--- src/rtl/mdu_pkg.sv ---
// mdu_pkg: shared encodings for the multiply/divide unit.
// Holds the op encoding, the sequencer state set and the iteration count.
package mdu_pkg;

    typedef enum logic [2:0] {
        OP_MULTU = 3'd0,
        OP_MULT  = 3'd1,
        OP_DIVU  = 3'd2,
        OP_DIV   = 3'd3,
        OP_MTHI  = 3'd4,
        OP_MTLO  = 3'd5
    } mdu_op_t;

    typedef enum logic [2:0] {
        S_IDLE,
        S_MUL,
        S_DIV,
        S_FIX,
        S_DONE
    } mdu_state_t;

    localparam int MDU_ITERATIONS = 32;

endpackage

--- src/rtl/mdu_shift_core.sv ---
// mdu_shift_core: 64-bit accumulator with one-bit-per-step datapath,
// shared by shift-add multiply and restoring division.
module mdu_shift_core
    import mdu_pkg::*;
#(
    parameter int WIDTH = 32
) (
    input  logic               clock,
    input  logic               reset,
    input  logic               load,
    input  logic               step,
    input  logic               is_div,
    input  logic [2*WIDTH-1:0] load_val,
    input  logic [WIDTH-1:0]   m_in,
    output logic [2*WIDTH-1:0] acc
);

    logic [2*WIDTH-1:0] acc_q, acc_d;
    logic [WIDTH-1:0]   m_q, m_d;
    logic [WIDTH:0]     sum;
    logic [WIDTH:0]     trial;

    always_comb begin
        acc_d = acc_q;
        m_d   = m_q;
        sum   = {1'b0, acc_q[2*WIDTH-1:WIDTH]} + {1'b0, m_q};
        // shifted partial remainder minus divisor; bit WIDTH is the borrow
        trial = acc_q[2*WIDTH-1:WIDTH-1] - {1'b0, m_q};
        if (load) begin
            acc_d = load_val;
            m_d   = m_in;
        end else if (step) begin
            if (is_div) begin
                if (!trial[WIDTH]) begin
                    acc_d = {trial[WIDTH-1:0], acc_q[WIDTH-2:0], 1'b1};
                end else begin
                    acc_d = {acc_q[2*WIDTH-2:0], 1'b0};
                end
            end else if (acc_q[0]) begin
                acc_d = {sum, acc_q[WIDTH-1:1]};
            end else begin
                acc_d = {1'b0, acc_q[2*WIDTH-1:1]};
            end
        end
    end

    always_ff @(posedge clock) begin
        if (!reset) begin
            acc_q <= '0;
            m_q   <= '0;
        end else begin
            acc_q <= acc_d;
            m_q   <= m_d;
        end
    end

    assign acc = acc_q;

endmodule

--- src/rtl/mdu_sequencer.sv ---
// mdu_sequencer: iterative MULT/DIV sequencer owning the HI/LO registers.
// Define MDU_SIGNED_EN to make ops MULT/DIV signed; otherwise they are unsigned.
module mdu_sequencer
    import mdu_pkg::*;
#(
    parameter int WIDTH = 32
) (
    input  logic             clock,
    input  logic             reset,
    input  logic             start,
    input  logic [2:0]       op,
    input  logic [WIDTH-1:0] a,
    input  logic [WIDTH-1:0] b,
    output logic             busy,
    output logic             done,
    output logic [WIDTH-1:0] hi,
    output logic [WIDTH-1:0] lo,
    output logic             dz
);

    localparam logic [4:0] LAST_CNT = 5'(MDU_ITERATIONS - 1);

    mdu_state_t         state_q, state_d;
    mdu_op_t            op_e;
    logic [4:0]         cnt_q, cnt_d;
    logic               prime_q, prime_d;
    logic               zero_q, zero_d;
    logic               dz_q, dz_d;
    logic [WIDTH-1:0]   hi_q, hi_d;
    logic [WIDTH-1:0]   lo_q, lo_d;
    logic               core_load, core_step;
    logic [WIDTH-1:0]   a_mag, b_mag;
    logic [2*WIDTH-1:0] acc;
    logic [WIDTH-1:0]   res_hi, res_lo;

    assign op_e = mdu_op_t'(op);

`ifdef MDU_SIGNED_EN
    logic               sgn_op, a_neg, b_neg;
    logic               div_q, div_d;
    logic               qneg_q, qneg_d;
    logic               rneg_q, rneg_d;
    logic [2*WIDTH-1:0] prod_fix;

    assign sgn_op = (op_e == OP_MULT) || (op_e == OP_DIV);
    assign a_neg  = sgn_op & a[WIDTH-1];
    assign b_neg  = sgn_op & b[WIDTH-1];
    assign a_mag  = a_neg ? -a : a;
    assign b_mag  = b_neg ? -b : b;

    // divide-by-zero keeps the all-ones quotient unsigned
    assign prod_fix = qneg_q ? -acc : acc;
    assign res_hi = div_q ? (rneg_q ? -acc[2*WIDTH-1:WIDTH] : acc[2*WIDTH-1:WIDTH])
                          : prod_fix[2*WIDTH-1:WIDTH];
    assign res_lo = div_q ? ((qneg_q && !zero_q) ? -acc[WIDTH-1:0] : acc[WIDTH-1:0])
                          : prod_fix[WIDTH-1:0];
`else
    assign a_mag  = a;
    assign b_mag  = b;
    assign res_hi = acc[2*WIDTH-1:WIDTH];
    assign res_lo = acc[WIDTH-1:0];
`endif

    always_comb begin
        state_d   = state_q;
        cnt_d     = cnt_q;
        prime_d   = 1'b0;
        zero_d    = zero_q;
        dz_d      = dz_q;
        hi_d      = hi_q;
        lo_d      = lo_q;
        core_load = 1'b0;
        core_step = 1'b0;
`ifdef MDU_SIGNED_EN
        div_d     = div_q;
        qneg_d    = qneg_q;
        rneg_d    = rneg_q;
`endif
        unique case (state_q)
            S_IDLE: begin
                if (start) begin
                    unique case (op_e)
                        OP_MULTU, OP_MULT, OP_DIVU, OP_DIV: begin
                            state_d   = op[1] ? S_DIV : S_MUL;
                            core_load = 1'b1;
                            prime_d   = 1'b1;
                            cnt_d     = '0;
                            dz_d      = 1'b0;
                            zero_d    = op[1] && (b == '0);
`ifdef MDU_SIGNED_EN
                            div_d     = op[1];
                            qneg_d    = a_neg ^ b_neg;
                            rneg_d    = a_neg;
`endif
                        end
                        OP_MTHI: begin
                            hi_d = a;
                            dz_d = 1'b0;
                        end
                        OP_MTLO: begin
                            lo_d = a;
                            dz_d = 1'b0;
                        end
                        default: ;
                    endcase
                end
            end
            S_MUL, S_DIV: begin
                // first cycle after acceptance lets the loaded operands settle
                if (!prime_q) begin
                    core_step = 1'b1;
                    cnt_d     = cnt_q + 5'd1;
                    if (cnt_q == LAST_CNT) begin
                        state_d = S_FIX;
                    end
                end
            end
            S_FIX: begin
                hi_d    = res_hi;
                lo_d    = res_lo;
                dz_d    = zero_q;
                state_d = S_DONE;
            end
            S_DONE:  state_d = S_IDLE;
            default: state_d = S_IDLE;
        endcase
    end

    always_ff @(posedge clock) begin
        if (!reset) begin
            state_q <= S_IDLE;
            cnt_q   <= '0;
            prime_q <= 1'b0;
            zero_q  <= 1'b0;
            dz_q    <= 1'b0;
            hi_q    <= '0;
            lo_q    <= '0;
`ifdef MDU_SIGNED_EN
            div_q   <= 1'b0;
            qneg_q  <= 1'b0;
            rneg_q  <= 1'b0;
`endif
        end else begin
            state_q <= state_d;
            cnt_q   <= cnt_d;
            prime_q <= prime_d;
            zero_q  <= zero_d;
            dz_q    <= dz_d;
            hi_q    <= hi_d;
            lo_q    <= lo_d;
`ifdef MDU_SIGNED_EN
            div_q   <= div_d;
            qneg_q  <= qneg_d;
            rneg_q  <= rneg_d;
`endif
        end
    end

    mdu_shift_core #(
        .WIDTH(WIDTH)
    ) u_core (
        .clock    (clock),
        .reset    (reset),
        .load     (core_load),
        .step     (core_step),
        .is_div   (state_q == S_DIV),
        .load_val ({{WIDTH{1'b0}}, a_mag}),
        .m_in     (b_mag),
        .acc      (acc)
    );

    assign busy = (state_q != S_IDLE) && !prime_q;
    assign done = (state_q == S_DONE);
    assign hi   = hi_q;
    assign lo   = lo_q;
    assign dz   = dz_q;

endmodule

--- config.mk ---
export PLATFORM = sky130hd
export DESIGN_NAME = mdu_sequencer
export DESIGN_NICKNAME = d
export VERILOG_FILES = /design/src/rtl/mdu_pkg.sv /design/src/rtl/mdu_shift_core.sv /design/src/rtl/mdu_sequencer.sv
export SDC_FILE = /design/constraint.sdc
export NUM_CORES = 1
export LEC_CHECK = 0
export BUFFER_PORTS_ARGS = -buffer_cell sky130_fd_sc_hd__buf_2
export CORE_UTILIZATION = 25
export DETAILED_ROUTE_END_ITERATION = 12
export PLACE_DENSITY_LB_ADDON = 0.15
export SLEW_MARGIN = 20
export SYNTH_ARGS = -nofsm -noshare
export SYNTH_HDL_FRONTEND = slang
export SYNTH_SLANG_ARGS = --single-unit
--- constraint.sdc ---
create_clock -name clock -period 8.6 [get_ports clock]
set_clock_uncertainty 0.2 [all_clocks]
set_input_delay 1.72 -clock clock [delete_from_list [all_inputs] [get_ports clock]]
set_output_delay 1.72 -clock clock [all_outputs]
set_load 0.005 [all_outputs]
==> summary.txt, run 1 <==
Run status
  • Outcome: completed

Synthesis
  • Register bit total from synthesis: 171
  • Post-Syn Area per Cell: 7.84 um2
  • Synthesized area: 0.0120 mm2
  • Yosys cell types: 82
  • Post-Syn Nets: 1667
  • Synth Instances: 1529
  • Ys async rst share: 0%
  • Post-synth EDFFs: 0
  • Synth Flop Type: dfxtp_1
  • Ys Warns: 0
  • Seq/Total Area, Yosys: 28.6%

CTS
  • Worst-path clk slew: 0.07 ns
  • TritonCTS clock tree: built
  • Clock buffer depth: 2
  • Setup bufs post-CTS: 0
  • Root buf cell: clkbuf_16
  • CTS Buf Count: 17
  • Cts-stage hold buffer count: 0
  • PostCTS Resize Cnt: 0
  • H-tree Lvls: 4
  • CTS Sinks: 171
  • Clk_lat worst skew: 0.46 ns

GRT
  • Total gr overflow: 0
  • Vias in the first global route: 11417
  • Largest net degree at the start of global routing: 113
  • Number of antenna violations at the first check in global routing: 4
  • First-pass GRT wire length: 69400 um
  • Total GRT Usage: 18.2%

Placement
  • Placed Cells: 2179
  • PortBufs: 136
  • RePlAce Congestion: 0.875
  • Detail Placement HPWL: 31900 um

Die
  • Die area: 0.0488 mm2
  • I/O pin count: 137
  • DIE WIDTH: 221 um
  • Die Y: 221 um
  • CORE AREA: 0.0470 mm2
  • Row count: 79
  • Initial Util: 25.5%

Cells and area
  • Register area: 0.00342 mm2
  • Final std cells w/o fill: 2214
  • Total of fill cells in the finished design: 5105
  • Share of layout cells above drive strength 1: 14.0%
  • NumNets Final: 1730
  • Area of the multi-input gates: 0.00796 mm2
  • Syn-to-layout area delta: 14.8%

Routing
  • Final ANT Viol Nets: 0
  • 1st-pass router iterations: 5
  • DRT iter0 DRCs: 786
  • Drt wl/cell: 20.0 um
  • Via count: 11636
  • Via density: 5.26
  • DRC viols: 0
  • Routed wire length: 44300 um

Timing
  • Tcrit/Tclk final: 49.0%
  • RSZ-0062 raised after global routing: false
  • Final hold vios: 0
  • Post-route minimum period: 4.21 ns
  • Slew headroom: 40.4%
  • Setup TNS: 0 ns
  • Final setup fails: 0
  • Max Freq: 0.237 GHz
  • Actual slew at the worst max-slew pin: 0.882 ns
  • Final Max Slew Viols: 0

Critical path
  • Crit Path Max Fanout: 36
  • Kind of critical path: primary input to flop
  • Startpoint Class: primary input
  • Critical path arrival: 4.39 ns
  • Req. time, crit path: 8.78 ns
  • CP Capture Type: flop

Min path
  • Worst min path class: flop to flop

Run
  • Number of max-cap violations: 0

Power
  • Pwr dens: 349 mW/mm2
  • Peak supply drop: 0.350 mV
  • Design Power: 4.80 mW
  • Static leakage: 6.18 nW
==> final cells by class <==
class	count	area share, %
clock inverters	11	1.16
clock buffers	20	3.25
multi-input cells	1201	57.9
diodes	3	0.0546
well taps	607	5.52
repair buffers	149	5.85
flip-flops and latches	171	24.9
inverters	52	1.42
==> cell families (layout without fill, tap and decap cells) <==
| group | Yosys count | after routing | synth area share [%] |
|---|---|---|---|
| other | 0 | 3 | 0 |
| adders and majority gates | 68 | 68 | 7.22 |
| AOI/OAI and AO/OA | 470 | 470 | 28.3 |
| muxes | 67 | 67 | 5.72 |
| and+or+nand+nor | 544 | 544 | 21.0 |
| DFF | 171 | 171 | 28.6 |
| buffers and inverters | 157 | 232 | 5.32 |
| xor gates and xnor gates | 52 | 52 | 3.80 |
==> through the flow <==
stage,area (um2),worst slack (ns),hold slack [ns],utilization (%)
floorplan,12000,5.30,0.241,-
global route,13800,4.02,0.319,29.3
detailed placement,13100,3.85,0.282,27.9
global placement,13100,3.97,0.276,27.9
CTS,13700,4.34,0.292,29.2
finish,13800,4.39,0.289,29.3
==> flip-flops by register name, summed over array words and instances (netlist names) <==
signal      count
cnt_q           5
prime_q         1
state_q         3
hi             32
u_core.m_q     32
dz              1
zero_q          1
lo             32
u_core.acc     64
==> worst max-delay path: stages <==
cell and delay, ns:
buf_2 0.12, nor2b_1 0.16, nand2_1 0.07, buf_4 0.40
and2_1 0.73, nand2_1 0.57, nor2_1 0.34, o211ai_1 0.13
o211ai_1 0.13
==> layout by cell type, fill, tap and decap left out, drive strengths merged, types with 5 or more instances in the layout <==
master / instances
mux2: 12
nand4: 20
a21o: 28
a21boi: 38
nand2b: 11
a211oi: 23
o21ai: 48
and2: 11
nand2: 286
xnor2: 32
buf: 149
xor2: 20
nor2: 65
nor3: 13
o211ai: 16
or3: 6
clkbuf: 20
o211a: 66
dfxtp: 171
nor4: 13
mux2i: 55
o21a: 5
nand3: 50
ha: 66
o21bai: 9
a21oi: 134
a221oi: 33
o31ai: 8
inv: 58
a31oi: 8
a32o: 5
nor2b: 44
==> where the power goes <==
| part | leakage (nW) | total, mW | internal (mW) | switching [mW] |
|---|---|---|---|---|
| logic | 4.49 | 2.83 | 1.11 | 1.72 |
| clock network | 0.298 | 0.844 | 0.470 | 0.373 |
| registers | 1.39 | 1.13 | 0.938 | 0.190 |
==> cells in the mapped netlist, types with 9 or more instances <==
| cell type | count | share of area [%] |
|---|---|---|
| a211oi_1 | 21 | 1.3 |
| a21boi_0 | 38 | 2.4 |
| a21o_1 | 28 | 1.8 |
| a21oi_1 | 126 | 5.3 |
| a221oi_1 | 33 | 2.4 |
| and2_1 | 11 | 0.57 |
| buf_1 | 11 | 0.34 |
| buf_2 | 11 | 0.46 |
| clkbuf_1 | 78 | 2.4 |
| dfxtp_1 | 171 | 29 |
| ha_1 | 66 | 6.9 |
| inv_1 | 52 | 1.6 |
| mux2_2 | 11 | 1.0 |
| mux2i_1 | 55 | 4.6 |
| nand2_1 | 285 | 8.9 |
| nand2b_1 | 10 | 0.52 |
| nand3_1 | 49 | 2.0 |
| nand4_1 | 20 | 1.0 |
| nor2_1 | 65 | 2.0 |
| nor2b_1 | 44 | 2.3 |
| nor3_1 | 13 | 0.54 |
| nor4_1 | 12 | 0.63 |
| o211a_1 | 66 | 5.5 |
| o211ai_1 | 15 | 0.94 |
| o21ai_0 | 46 | 1.9 |
| o21bai_1 | 9 | 0.56 |
| xnor2_1 | 32 | 2.3 |
| xor2_1 | 20 | 1.5 |
==> path summary, 6_finish.rpt <==
check	startpoint	end	slack, ns	cells after the start
setup / recovery	start	u_core.acc[51]	4.39	9
hold / removal	u_core.m_q[9]	u_core.m_q[9]	0.29	2
setup reg to reg	u_core.acc[31]	u_core.acc[61]	4.52	12
hold reg to reg	u_core.m_q[9]	u_core.m_q[9]	0.29	2
==> per-layer routing <==
metal	GRT usage (%)	up-vias	routed length (um)
li1	-	5680	-
met1	24.3	5634	21100
met2	30.2	275	20700
met3	2.56	45	1720
met4	5.19	2	785
met5	0	-	13
(Power assumes the default switching activity.)
==> run 2: changes to the inputs <==
==> constraint.sdc (replaced) <==
create_clock -name clock -period 3.5 [get_ports clock]
set_clock_uncertainty 0.2 [all_clocks]
set_input_delay 0.7 -clock clock [delete_from_list [all_inputs] [get_ports clock]]
set_output_delay 0.7 -clock clock [all_outputs]
set_load 0.005 [all_outputs]
==> summary.txt, run 2 (same netlist as run 1, synthesis figures left out) <==
Die
  • Die Y: 221 um (unchanged)
  • I/O pin count: 137 (unchanged)
  • Row count: 79 (unchanged)
  • DIE WIDTH: 221 um (unchanged)
  • CORE AREA: 0.0470 mm2 (unchanged)
  • Die area: 0.0488 mm2 (unchanged)
  • Initial Util: 25.5% (unchanged)

Critical path
  • Kind of critical path: flop to flop
  • Worst R2R End: u_core.acc[55]
  • FF-to-FF Start: u_core.m_q[0]
  • CP Capture Type: flop
  • Cell Chain, Critical Path: ha_2, fa_2, a211oi_4, nor4_1, nor2_1, buf_4, a21oi_1, a221oi_2, buf_4, o31ai_2, a2111o_1, o21ai_0, o31ai_1
  • Crit-path leading delay family: compound AO/OA/AOI/OAI gates
  • Slowest stage delay, CP: 0.40 ns (-0.33 ns)
  • Startpoint Class: flop
  • Reg2Reg Depth: 13 (+1)
  • Worst reg-to-reg setup slack: 0.14 ns (-4.38 ns)
  • Req. time, crit path: 3.65 ns (-5.13 ns)
  • Critical path buffer and inverter count: 2 (unchanged)
  • Crit path max-delay cell type: a2111o_1
  • Crit Path Max Fanout: 5 (-86%)
  • Top cell by count, worst path: buf_4
  • Critical path arrival: 3.52 ns (-0.87 ns)

Min path
  • Hold EP: u_core.m_q[27]
  • Hold path cells: 3 (+1)
  • Worst min path class: primary input to flop
  • Worst Hold Launch: b[27]

Routing
  • Final ANT Viol Nets: 0 (unchanged)
  • DRT iter0 DRCs: 721 (-8.3%)
  • Via count: 11847 (+1.8%)
  • Via density: 5.17 (-1.6%)
  • 1st-pass router iterations: 5 (unchanged)
  • Drt wl/cell: 19.9 um (-0.74%)
  • Routed wire length: 45500 um (+2.7%)
  • DRC viols: 0 (unchanged)

Cells and area
  • Total of fill cells in the finished design: 5090 (-0.29%)
  • Largest register FFs: 64 (unchanged)
  • Share of layout cells above drive strength 1: 18.9% (+4.8 points)
  • Most used cells in the layout excluding fill and tap cells: nand2_1, dfxtp_1, buf_2, a21oi_1, buf_4
  • Syn-to-layout area delta: 20.4%
  • Register area: 0.00343 mm2 (about the same)
  • Area of the multi-input gates: 0.00803 mm2 (+0.88%)
  • Cell area after layout: 0.0144 mm2 (+4.9%)
  • Commonest non-fill, non-tap cell in the layout: nand2_1
  • Layout Utilization: 30.7% (+1.4 points)
  • Final std cells w/o fill: 2291 (+3.5%)
  • NumNets Final: 1806 (+4.4%)

CTS
  • CTS Buf Count: 17 (unchanged)
  • CTS Sinks: 171 (unchanged)
  • H-tree Lvls: 4 (unchanged)
  • Clock buffer depth: 2 (unchanged)
  • Clk_lat worst skew: 0.46 ns (about the same)
  • TritonCTS clock tree: built
  • Root buf cell: clkbuf_16
  • Cts-stage hold buffer count: 0 (unchanged)
  • Worst-path clk slew: 0.08 ns (about the same)

Timing
  • Tcrit/Tclk final: 96.1%
  • Final hold vios: 0 (unchanged)
  • Slew headroom: 42.0% (+1.6 points)
  • Final Max Slew Viols: 0 (unchanged)
  • Actual slew at the worst max-slew pin: 0.871 ns (-0.0109 ns)
  • Post-route minimum period: 3.36 ns
  • Max Freq: 0.297 GHz
  • Final setup fails: 0 (unchanged)
  • RSZ-0062 raised after global routing: false

Placement
  • Detail Placement HPWL: 33900 um (+6.5%)
  • Placed Cells: 2251 (+3.3%)
  • PortBufs: 136 (unchanged)
  • Post-DP Area: 0.0137 mm2 (+4.5%)
  • RePlAce Congestion: 0.915 (+4.6%)

GRT
  • Most Used Layer, Global Route: met2
  • Met3 Usage GRT: 3.09% (+0.53 points)
  • Total gr overflow: 0 (unchanged)
  • Vias in the first global route: 11719 (+2.6%)
  • Largest net degree at the start of global routing: 98 (-13%)
  • GR Util met2: 29.6% (-0.58 points)
  • Met1 usage: 25.0% (+0.70 points)
  • Total GRT Usage: 18.5% (+0.34 points)
  • Number of antenna violations at the first check in global routing: 5 (+1)
  • First-pass GRT wire length: 70200 um (+1.2%)

Power
  • Pwr dens: 854 mW/mm2 (+140%)
  • Peak supply drop: 0.506 mV (+45%)
  • Design Power: 12.3 mW (+160%)
  • Static leakage: 6.58 nW (+6.5%)

Run status
  • Outcome: completed

Run
  • Number of max-cap violations: 0 (unchanged)
-- run 2: worst max-delay path by stage --
stage	endpoint	startpoint	cells past startpoint	slack [ns]
finish	u_core.acc[55]	u_core.m_q[0]	13	0.14
CTS	u_core.acc[55]	u_core.acc[32]	13	0.02
global route	u_core.acc[55]	u_core.m_q[0]	13	0.01
global placement	u_core.acc[60]	u_core.m_q[29]	12	-0.15
floorplan	u_core.acc[55]	u_core.acc[32]	11	0.51
detailed placement	u_core.acc[60]	u_core.m_q[29]	12	-0.12
-- run 2: final cells by class --
cell class | count | area share, %
tap | 607 | 5.26
sequential | 171 | 23.7
inverter | 52 | 1.35
antenna | 3 | 0.0520
clock inverter | 13 | 1.08
clock buffer | 19 | 3.07
multi-input combinational | 1201 | 55.6
timing repair buffer | 225 | 9.80
-- run 2: report_power, final --
| group | total, mW | switching [mW] | internal (mW) |
|---|---|---|---|
| Combinational | 7.65 | 4.38 | 3.27 |
| Clock | 2.03 | 0.938 | 1.09 |
| Sequential | 2.64 | 0.331 | 2.30 |
| Total | 12.3 | 5.65 | 6.67 |
-- run 2: worst register-to-register path, cell delays in order (launching register included) --
cell and delay, ns:
dfxtp_1 0.35, ha_2 0.20, fa_2 0.39, a211oi_4 0.30, nor4_1 0.10, nor2_1 0.22
buf_4 0.21, a21oi_1 0.10, a221oi_2 0.33, buf_4 0.18, o31ai_2 0.07, a2111o_1 0.40
o21ai_0 0.12, o31ai_1 0.09
-- run 2: metrics by stage --
stage / setup WS [ns] / hold WS [ns] / TNS, ns
floorplan: 0.514 / 0.241 / 0
global placement: -0.149 / 0.276 / -0.263
detailed placement: -0.116 / 0.283 / -0.202
CTS: 0.0187 / 0.266 / 0
global route: 0.0122 / 0.284 / 0
finish: 0.136 / 0.293 / 0
-- run 2: repair_timing --
item	CTS	global route
gates resized for setup	2	14
endpoints found under the setup margin	2	21
pin swaps	1	6
setup buffers	0	5
-- run 2: metal layers --
| metal | routed length (um) | vias up |
|---|---|---|
| met5 | 12 | - |
| met4 | 945 | 2 |
| met3 | 2030 | 41 |
| met2 | 20900 | 273 |
| met1 | 21600 | 5712 |
| li1 | - | 5819 |
